File: config.mk
export PLATFORM = sky130hd
export DESIGN_NAME = mul_div_unit
export DESIGN_NICKNAME = d
export VERILOG_FILES = /design/src/rtl/riscv_m_pkg.sv /design/src/rtl/mdu_sign_prep.sv /design/src/rtl/mul_div_unit.sv
export SDC_FILE = /design/constraint.sdc
export NUM_CORES = 1
export LEC_CHECK = 0
export ABC_AREA = 0
export CORE_UTILIZATION = 40
export CTS_CLUSTER_DIAMETER = 30
export DETAILED_ROUTE_END_ITERATION = 12
export GPL_ROUTABILITY_DRIVEN = 0
export SLEW_MARGIN = 20
export SYNTH_ARGS = -nofsm -noshare
export SYNTH_HDL_FRONTEND = slang
export SYNTH_SLANG_ARGS = --single-unit
File: constraint.sdc
create_clock -name clk -period 3.65 [get_ports clk]
set_input_delay 0.73 -clock clk [delete_from_list [all_inputs] [get_ports clk]]
set_output_delay 0.73 -clock clk [all_outputs]
set_load 0.005 [all_outputs]
File: src/rtl/riscv_m_pkg.sv
// Shared RV32M encodings, FSM state type and iteration constants for the
// iterative multiply/divide unit.
package riscv_m_pkg;

  localparam logic [2:0] F3_MUL    = 3'b000;
  localparam logic [2:0] F3_MULH   = 3'b001;
  localparam logic [2:0] F3_MULHSU = 3'b010;
  localparam logic [2:0] F3_MULHU  = 3'b011;
  localparam logic [2:0] F3_DIV    = 3'b100;
  localparam logic [2:0] F3_DIVU   = 3'b101;
  localparam logic [2:0] F3_REM    = 3'b110;
  localparam logic [2:0] F3_REMU   = 3'b111;

  localparam int MDU_ITERS = 32;
  localparam int CNT_W     = $clog2(MDU_ITERS);
  localparam logic [CNT_W-1:0] LAST_ITER = CNT_W'(MDU_ITERS - 1);

  typedef enum logic [1:0] {
    S_IDLE,
    S_CALC,
    S_FIX,
    S_DONE
  } mdu_state_e;

  // rs1 is treated as signed by MULH, MULHSU, DIV and REM.
  function automatic logic a_is_signed(input logic [2:0] f3);
    return f3 inside {F3_MULH, F3_MULHSU, F3_DIV, F3_REM};
  endfunction

  // rs2 is treated as signed by MULH, DIV and REM.
  function automatic logic b_is_signed(input logic [2:0] f3);
    return f3 inside {F3_MULH, F3_DIV, F3_REM};
  endfunction

  function automatic logic is_div_op(input logic [2:0] f3);
    return f3[2];
  endfunction

  // REM and REMU both have bit 1 set among the divide ops.
  function automatic logic is_rem_op(input logic [2:0] f3);
    return f3[2] & f3[1];
  endfunction

endpackage

File: src/rtl/mdu_sign_prep.sv
// Combinational operand preparation: magnitudes, sign flags and detection of
// the divide cases whose result is known without iterating.
module mdu_sign_prep
  import riscv_m_pkg::*;
#(
  parameter int XLEN = 32
) (
  input  logic [2:0]      funct3,
  input  logic [XLEN-1:0] op_a,
  input  logic [XLEN-1:0] op_b,
  output logic [XLEN-1:0] mag_a,
  output logic [XLEN-1:0] mag_b,
  output logic            sign_a,
  output logic            sign_b,
  output logic            fast,
  output logic [XLEN-1:0] fast_result
);

  localparam logic [XLEN-1:0] INT_MIN = {1'b1, {(XLEN-1){1'b0}}};

  logic div_zero;
  logic div_ovf;

  always_comb begin
    // NOTE: every output is given a value before any branch so no latch is
    // inferred when a case or if leaves a path unassigned.
    fast_result = '0;

    sign_a = op_a[XLEN-1] & a_is_signed(funct3);
    sign_b = op_b[XLEN-1] & b_is_signed(funct3);
    mag_a  = sign_a ? -op_a : op_a;
    mag_b  = sign_b ? -op_b : op_b;

    div_zero = is_div_op(funct3) && (op_b == '0);
    div_ovf  = ((funct3 == F3_DIV) || (funct3 == F3_REM)) &&
               (op_a == INT_MIN) && (op_b == '1);
    fast     = div_zero || div_ovf;

    if (div_zero) begin
      fast_result = is_rem_op(funct3) ? op_a : '1;
    end else if (div_ovf) begin
      fast_result = is_rem_op(funct3) ? '0 : INT_MIN;
    end
  end

endmodule

File: src/rtl/mul_div_unit.sv
// Iterative RV32M multiply/divide unit: one multiplier or quotient bit per
// cycle, followed by a sign-fix cycle, with a start/busy/done handshake.
module mul_div_unit
  import riscv_m_pkg::*;
#(
  parameter int XLEN   = 32,
  parameter int REG_AW = 5
) (
  input  logic              clk,
  input  logic              rst,
  input  logic              start,
  input  logic [2:0]        funct3,
  input  logic [XLEN-1:0]   op_a,
  input  logic [XLEN-1:0]   op_b,
  input  logic [REG_AW-1:0] rd_in,
  input  logic              kill,
  output logic              busy,
  output logic              done,
  output logic [XLEN-1:0]   result,
  output logic [REG_AW-1:0] rd_out
);

  mdu_state_e        state_q;
  logic [CNT_W-1:0]  cnt_q;
  logic [2:0]        f3_q;
  logic [REG_AW-1:0] rd_q;
  logic              sign_a_q;
  logic              sign_b_q;
  logic [XLEN-1:0]   opnd_q;
  logic [2*XLEN-1:0] prod_q;
  logic [XLEN-1:0]   rem_q;

  logic [XLEN-1:0] mag_a;
  logic [XLEN-1:0] mag_b;
  logic            sign_a;
  logic            sign_b;
  logic            fast;
  logic [XLEN-1:0] fast_result;

  mdu_sign_prep #(.XLEN(XLEN)) u_sign_prep (
    .funct3      (funct3),
    .op_a        (op_a),
    .op_b        (op_b),
    .mag_a       (mag_a),
    .mag_b       (mag_b),
    .sign_a      (sign_a),
    .sign_b      (sign_b),
    .fast        (fast),
    .fast_result (fast_result)
  );

  logic              accept;
  logic [XLEN:0]     mul_sum;
  logic [XLEN:0]     div_shift;
  logic              div_fits;
  logic [XLEN-1:0]   div_sub;
  logic [2*XLEN-1:0] prod_fix;
  logic [XLEN-1:0]   quo_fix;
  logic [XLEN-1:0]   rem_fix;
  logic [XLEN-1:0]   fix_result;

  // A flush in the same cycle as a request wins, so the request is dropped.
  assign accept = start && !kill && ((state_q == S_IDLE) || (state_q == S_DONE));

  always_comb begin
    fix_result = '0;

    // Multiply: prod_q holds {partial high word, remaining multiplier bits};
    // the add result and the whole register shift right together.
    mul_sum = {1'b0, prod_q[2*XLEN-1:XLEN]} + (prod_q[0] ? {1'b0, opnd_q} : '0);

    // Divide: the low word of prod_q shifts the dividend out at the top and
    // the quotient in at the bottom. The difference fits in XLEN bits
    // whenever the divisor fits, because the remainder stays below it.
    div_shift = {rem_q, prod_q[XLEN-1]};
    div_fits  = div_shift >= {1'b0, opnd_q};
    div_sub   = div_shift[XLEN-1:0] - opnd_q;

    prod_fix = (sign_a_q ^ sign_b_q) ? -prod_q : prod_q;
    quo_fix  = (sign_a_q ^ sign_b_q) ? -prod_q[XLEN-1:0] : prod_q[XLEN-1:0];
    rem_fix  = sign_a_q ? -rem_q : rem_q;

    case (f3_q)
      F3_MUL:                       fix_result = prod_fix[XLEN-1:0];
      F3_MULH, F3_MULHSU, F3_MULHU: fix_result = prod_fix[2*XLEN-1:XLEN];
      F3_DIV, F3_DIVU:              fix_result = quo_fix;
      default:                      fix_result = rem_fix;
    endcase
  end

  always_ff @(posedge clk) begin
    // NOTE: all sequential state uses non-blocking assignments so every
    // register samples its inputs from before the edge, independent of
    // statement order.
    if (rst) begin
      state_q  <= S_IDLE;
      cnt_q    <= '0;
      f3_q     <= '0;
      rd_q     <= '0;
      sign_a_q <= 1'b0;
      sign_b_q <= 1'b0;
      opnd_q   <= '0;
      prod_q   <= '0;
      rem_q    <= '0;
      busy     <= 1'b0;
      done     <= 1'b0;
      result   <= '0;
      rd_out   <= '0;
    end else begin
      case (state_q)
        S_IDLE, S_DONE: begin
          done    <= 1'b0;
          state_q <= S_IDLE;
          if (accept) begin
            f3_q     <= funct3;
            rd_q     <= rd_in;
            sign_a_q <= sign_a;
            sign_b_q <= sign_b;
            cnt_q    <= '0;
            rem_q    <= '0;
            opnd_q   <= is_div_op(funct3) ? mag_b : mag_a;
            prod_q   <= {{XLEN{1'b0}}, (is_div_op(funct3) ? mag_a : mag_b)};
            if (fast) begin
              result  <= fast_result;
              rd_out  <= rd_in;
              done    <= 1'b1;
              state_q <= S_DONE;
            end else begin
              busy    <= 1'b1;
              state_q <= S_CALC;
            end
          end
        end

        S_CALC: begin
          if (kill) begin
            busy    <= 1'b0;
            state_q <= S_IDLE;
          end else begin
            if (is_div_op(f3_q)) begin
              rem_q              <= div_fits ? div_sub : div_shift[XLEN-1:0];
              prod_q[XLEN-1:0]   <= {prod_q[XLEN-2:0], div_fits};
            end else begin
              prod_q <= {mul_sum, prod_q[XLEN-1:1]};
            end
            cnt_q <= cnt_q + 1'b1;
            if (cnt_q == LAST_ITER) begin
              state_q <= S_FIX;
            end
          end
        end

        S_FIX: begin
          busy <= 1'b0;
          if (kill) begin
            state_q <= S_IDLE;
          end else begin
            result  <= fix_result;
            rd_out  <= rd_q;
            done    <= 1'b1;
            state_q <= S_DONE;
          end
        end

        default: begin
          busy    <= 1'b0;
          done    <= 1'b0;
          state_q <= S_IDLE;
        end
      endcase
    end
  end

endmodule

==> results.toml, run 1 <==
[outcome]
status = "complete, no violations"

[timing]
max_slew_margin = 0.340
fin_hold_ws_ns = 0.456
fin_setup_tns_ns = 0
min_period_over_period = 0.961
setup_viol = 0
setup_ws_ns = 0.143
worst_slew_pin_slew_ns = 0.988
fmax_mhz = 285
period_needed_ns = 3.51
hold_violations = 0
drv_slew = 0
finClkSkew_ns = 0.0118

[floorplanning]
io_pins = 115
initial_utilization = 0.410
core_um2 = 39100
fp.dieArea_um2 = 40900
die_w_um = 202
die_y_um = 202
rows = 72

[clock_network]
insertion_delay_ns = 0.46
clk_pin_slew_ns = 0.08
cts_sinks = 184
htree_levels = 4
cts_buffers = 17
root_buffer = "clkbuf_16"
cts-hold-fix-buffers = 0
cts_buffer_depth = 2
post_cts_resized = 0
cts_tree = "built"
cts_setup_buffers = 0

[critical_path]
cp.arrival_ns = 3.88
r2r_cells = 12
slowest_delay_ns = 0.53
cp_num_cells = 13
cp-start-kind = "input port"
worstPathRequired_ns = 4.02
crit_buf_inv = 3
rr_endpoint = "prod_q[61]$_SDFFE_PP0P_"
setup.worst_path.end = "result[30]$_SDFFE_PP0P_"
cp_cell_sequence = "clkdlybuf4s50_1, inv_1, ha_1, or4b_4, or3_4, or4_4, nor2_2, a21oi_2, o21ai_2, and2_4, buf_12, nor2_1, a311oi_1"
cp_top_family = "simple AND/OR/NAND/NOR gates"
r2r_start = "prod_q[0]$_SDFFE_PP0P_"
crit_path_start = "op_a[0]"
rrSetupSlack_ns = 0.18
critical_path.max_fanout = 21
end_kind = "register"
crit_type = "input port to register"
slowest_stage = "or4_4"

[route]
routed_wl_um = 65400
viasPerCell = 6.21
route.vias.total = 17800
first_pass_iters = 6
wire_per_inst_um = 22.8
drc_errors = 0
drtAntennaViolNets = 0
drt_iter0_markers = 1860

[grt]
grt_max_degree = 75
antenna_found_initial = 2
overflow = 0
grt_usage = 0.313
first_global_vias = 16300
grt_pass1_wl_um = 98400

[place]
port_buffers = 114
dpl_cell_area_um2 = 18500
hpwl_um = 51400
pre_cts_ws_ns = -0.305

[pwr]
irDropWorstVdd_mv = 0.350
power.internal_mw = 3.80
p_sw_frac = 0.343
p_clk_frac = 0.348
p_seq_frac = 0.371
p_sw_mw = 1.99
combinationalPowerShare = 0.281
p_leak_nw = 7.51
power_density_nw_per_um2 = 302

[finish]
post-route-util = 0.490
layout.nets = 2492
fin_area_um2 = 19200
fill_cells = 3909
num_antenna_cells = 0
syn_to_final_growth_pct = 19.6
drive_gt1_frac = 0.109

[logic_synthesis]
ys_ff_latch = 184
synth_cells = 2206
synth_flop_cell = "dfxtp_1"
syn_area_um2 = 16000
syn_area_per_cell_um2 = 7.27
synthArstFlopShare = 0
yosysSeqAreaShare = 0.230
yosysWarnings = 0
syn_nets = 2357
synth_edf_count = 0
yosysUniqueCellTypes = 83

[worst_hold_path]
hp-class = "register to register"

[run]
maxCapViolCount = 0
[worst min-delay path: stages (launching register included)]
cell and delay [ns]:
dfxtp_1 0.31, nand2_1 0.05, a21oi_1 0.05
[layout make-up]
class	count	area, um2	share of cell area
clock inverters	13	168	0.00874
repair buffers	271	2410	0.126
flip-flops and latches	184	3680	0.192
multi-input cells	1800	11600	0.603
inverters	67	255	0.0133
well taps	518	648	0.0338
clock buffers	19	443	0.0231
[cells in the mapped netlist (15+ instances only)]
cell | number | area [um2]
o211ai_1 | 28 | 210
nand2_1 | 240 | 901
nor4_1 | 20 | 125
nand2b_1 | 20 | 125
inv_1 | 66 | 248
nor3_1 | 61 | 305
nor2b_1 | 17 | 106
mux2i_1 | 46 | 460
a21oi_1 | 217 | 1090
dfxtp_1 | 184 | 3680
xnor2_1 | 107 | 937
a21o_1 | 34 | 255
o21ai_0 | 163 | 816
nand4_1 | 27 | 169
clkbuf_1 | 131 | 492
o41ai_1 | 15 | 131
ha_1 | 73 | 913
nor2_1 | 210 | 788
xor2_1 | 91 | 797
a211oi_1 | 33 | 248
o311ai_0 | 15 | 131
o31ai_1 | 31 | 233
mux2_2 | 20 | 225
nand3_1 | 49 | 245
o22ai_1 | 25 | 156
or4_1 | 15 | 113
a31oi_1 | 28 | 175
a22oi_1 | 17 | 128
[stage by stage]
step	std cells	power [mW]
3_3_place_gp	2839	3.75
6_report	2872	5.79
4_1_cts	2871	5.75
2_1_floorplan	2206	3.11
3_5_place_dp	2839	3.76
5_1_grt	2872	6.00
[per-layer routing]
metal,part of all wire,track usage,routed length (um)
met3,0.089,0.0550,5790
met5,0,0,0
met2,0.43,0.475,28400
met1,0.43,0.425,28000
met4,0.049,0.155,3180
[worst min path at each step]
stage,start,endpoint,depth (start not counted)
after global routing,opnd_q[5]$_SDFFE_PP0P_,opnd_q[5]$_SDFFE_PP0P_,2
after floorplan,opnd_q[30]$_SDFFE_PP0P_,opnd_q[30]$_SDFFE_PP0P_,2
final,opnd_q[10]$_SDFFE_PP0P_,opnd_q[10]$_SDFFE_PP0P_,2
after detailed placement,rd_q[0]$_SDFFE_PP0P_,rd_q[0]$_SDFFE_PP0P_,2
after global placement,opnd_q[17]$_SDFFE_PP0P_,opnd_q[17]$_SDFFE_PP0P_,2
after CTS,rd_q[0]$_SDFFE_PP0P_,rd_q[0]$_SDFFE_PP0P_,2
[registers in the layout, summed over array words and instances, names as in the netlist]
signal and count:
sign_b_q 1, opnd_q 32, done 1, busy 1, rd_out 5, cnt_q 5, state_q 2, rd_q 5
rem_q 32, prod_q 64, sign_a_q 1, result 32, f3_q 3
[power groups by stage]
stage               Sequential [mW]  Combinational [mW]  Clock (mW)
floorplan                      2.15               0.965           0
global placement               2.19                1.56           0
detailed placement             2.19                1.57           0
CTS                            2.14                1.58        2.03
global route                   2.15                1.74        2.11
finish                         2.15                1.63        2.01
[cell usage in the layout, fill, tap and decap left out, types with 34 or more instances in the layout]
master,count
xnor2_1,106
clkdlybuf4s50_1,112
mux2i_1,46
inv_1,65
nand3_1,49
ha_1,72
a21oi_1,214
a21o_1,34
nor3_1,60
buf_4,150
dfxtp_1,183
nor2_1,208
nand2_1,240
xor2_1,91
o21ai_0,163
[logic make-up (layout without fill, tap and decap cells)]
logic type / after synthesis / count (layout) / synth area share
simple gates: 733 / 733 / 0.215
compound gates: 728 / 728 / 0.290
buf+inv: 222 / 370 / 0.0550
xor+xnor: 198 / 198 / 0.108
flops: 184 / 184 / 0.230
fa+ha+maj: 75 / 75 / 0.0594
mux: 66 / 66 / 0.0428
Note: power is estimated with default switching activity, not from simulation.
==> run 2: changes to the inputs <==
--- a/config.mk
+++ b/config.mk
@@ -10,6 +10,7 @@
 export CTS_CLUSTER_DIAMETER = 30
 export DETAILED_ROUTE_END_ITERATION = 12
 export GPL_ROUTABILITY_DRIVEN = 0
+export PLACE_DENSITY_LB_ADDON = 0.3
 export SLEW_MARGIN = 20
 export SYNTH_ARGS = -nofsm -noshare
 export SYNTH_HDL_FRONTEND = slang
==> results.toml, run 2 (synthesis gave the netlist of run 1 again) <==
[clock_network]
clk_pin_slew_ns = 0.08
cts_tree = "built"
cts_buffers = 17
htree_levels = 4
insertion_delay_ns = 0.47
cts_buffer_depth = 2
cts_sinks = 184
root_buffer = "clkbuf_16"
cts_setup_buffers = 0

[finish]
drive_gt1_frac = 0.102
largest_register_ffs = 64
layout_commonest_cell = "nand2_1"
top_register = "prod_q"
multi_input_area_um2 = 11500
fill_cells = 3912
syn_to_final_growth_pct = 18.6
layout.nets = 2480
stdcell_count = 2861
mostFrequentLayoutCells = "nand2_1, a21oi_1, nor2_1, dfxtp_1, o21ai_0"
seq_area_um2 = 3680

[timing]
setup_viol = 0
hold_violations = 0
fin_hold_ws_ns = 0.457
drv_slew = 0
min_period_over_period = 0.974
period_needed_ns = 3.56
worst_slew_pin_slew_ns = 0.999
fmax_mhz = 281
finClkSkew_ns = 0.0242
setup_ws_ns = 0.0944
max_slew_margin = 0.332
rsz0062_at_grt = "yes"

[place]
port_buffers = 114
dp_cells = 2828
hpwl_um = 49600
pre_cts_ws_ns = -0.345

[route]
routed_wl_um = 63200
drtAntennaViolNets = 0
drt_iter0_markers = 2242
first_pass_iters = 6
drc_errors = 0
route.vias.total = 17800
wire_per_inst_um = 22.1
viasPerCell = 6.22

[critical_path]
cp_cell_sequence = "clkdlybuf4s50_1, inv_1, ha_1, or4b_4, or3_4, or4_4, nor2_2, a21oi_2, o21ai_2, and2_4, buf_12, o2111ai_1, o211a_1"
crit_type = "input port to register"
rr_endpoint = "rem_q[1]$_SDFFE_PP0P_"
r2r_cells = 12
critical_path.max_fanout = 30
slowest_delay_ns = 0.53
cp_top_family = "simple AND/OR/NAND/NOR gates"
cp.arrival_ns = 3.90
rrSetupSlack_ns = 0.11
r2r_start = "opnd_q[3]$_SDFFE_PP0P_"
crit_buf_inv = 3
cp-start-kind = "input port"
crit_path_start = "op_a[0]"
slowest_stage = "or4_4"
worstPathRequired_ns = 3.99
end_kind = "register"

[pwr]
power_density_nw_per_um2 = 304
power_mw = 5.77
p_leak_nw = 7.45
irDropWorstVdd_mv = 0.336

[worst_hold_path]
min_to = "opnd_q[21]$_SDFFE_PP0P_"
min_path_cells = 2
hp-class = "register to register"
hp-start = "opnd_q[21]$_SDFFE_PP0P_"

[outcome]
status = "complete, no violations"

[grt]
antenna_found_initial = 1
overflow = 0
grt_pass1_wl_um = 96300
grt_max_degree = 71
grt_usage = 0.304
first_global_vias = 16200

[floorplanning]
io_pins = 115
die_y_um = 202
die_w_um = 202
core_um2 = 39100
fp.dieArea_um2 = 40900
initial_utilization = 0.410
rows = 72

[run]
maxCapViolCount = 0
[run 2: repair_timing]
| action | CTS | global route |
|---|---|---|
| hold buffers | 0 | 0 |
| setup endpoints to repair | 0 | 52 |
| gates resized for setup | 0 | 8 |
[run 2: worst min-delay path: stages (launching register included)]
cell	delay [ns]
dfxtp_1	0.31
nand2_1	0.05
a21oi_1	0.05
[run 2: layout make-up]
cell class,instances,share of cell area
inverter,67,0.0132
multi-input combinational,1800,0.607
timing repair buffer,259,0.120
sequential,184,0.194
tap,518,0.0341
clock inverter,12,0.00868
antenna,1,0.000132
clock buffer,20,0.0235
[run 2: how the worst max path moves through the flow]
stage / end / slack (ns) / cells past startpoint
after floorplan: result[24]$_SDFFE_PP0P_ / 0.33 / 13
after global placement: result[21]$_SDFFE_PP0P_ / -0.27 / 13
after detailed placement: rd_out[3]$_SDFFE_PP0P_ / -0.34 / 13
after CTS: rem_q[2]$_SDFFE_PP0P_ / 0.09 / 11
after global routing: result[14]$_SDFFE_PP0P_ / -0.02 / 13
final: result[14]$_SDFFE_PP0P_ / 0.09 / 13
[run 2: per-layer routing]
metal  part of all wire  track usage  wire, um  vias up
li1                   -            -         -     8294
met5                  0            0         0        -
met3               0.10       0.0643      6510      161
met4              0.054        0.160      3420        0
met1               0.42        0.416     26600     8393
met2               0.42        0.444     26700      947
[run 2: where the power goes]
| group | internal, mW | switching (mW) | leakage, nW |
|---|---|---|---|
| logic | 0.616 | 0.966 | 5.66 |
| clock network | 1.11 | 0.927 | 0.294 |
| registers | 2.06 | 0.0884 | 1.49 |
| total | 3.79 | 1.98 | 7.45 |
[run 2: through the flow]
step | area [um2] | utilization | TNS [ns]
floorplan | 16000 | - | 0
finish | 19000 | 0.486 | 0
global placement | 18400 | 0.470 | -8.58
detailed placement | 18400 | 0.470 | -11.51
global route | 19000 | 0.486 | -0.0505
CTS | 19000 | 0.486 | 0
==> run 3: changes to the inputs <==
--- a/config.mk
+++ b/config.mk
@@ -11,7 +11,7 @@
 export DETAILED_ROUTE_END_ITERATION = 12
 export GPL_ROUTABILITY_DRIVEN = 0
 export PLACE_DENSITY_LB_ADDON = 0.3
-export SLEW_MARGIN = 20
+export SLEW_MARGIN = 30
 export SYNTH_ARGS = -nofsm -noshare
 export SYNTH_HDL_FRONTEND = slang
 export SYNTH_SLANG_ARGS = --single-unit
==> results of run 3 <==
The final DEF is identical to that of run 2; final timing and power are the same.
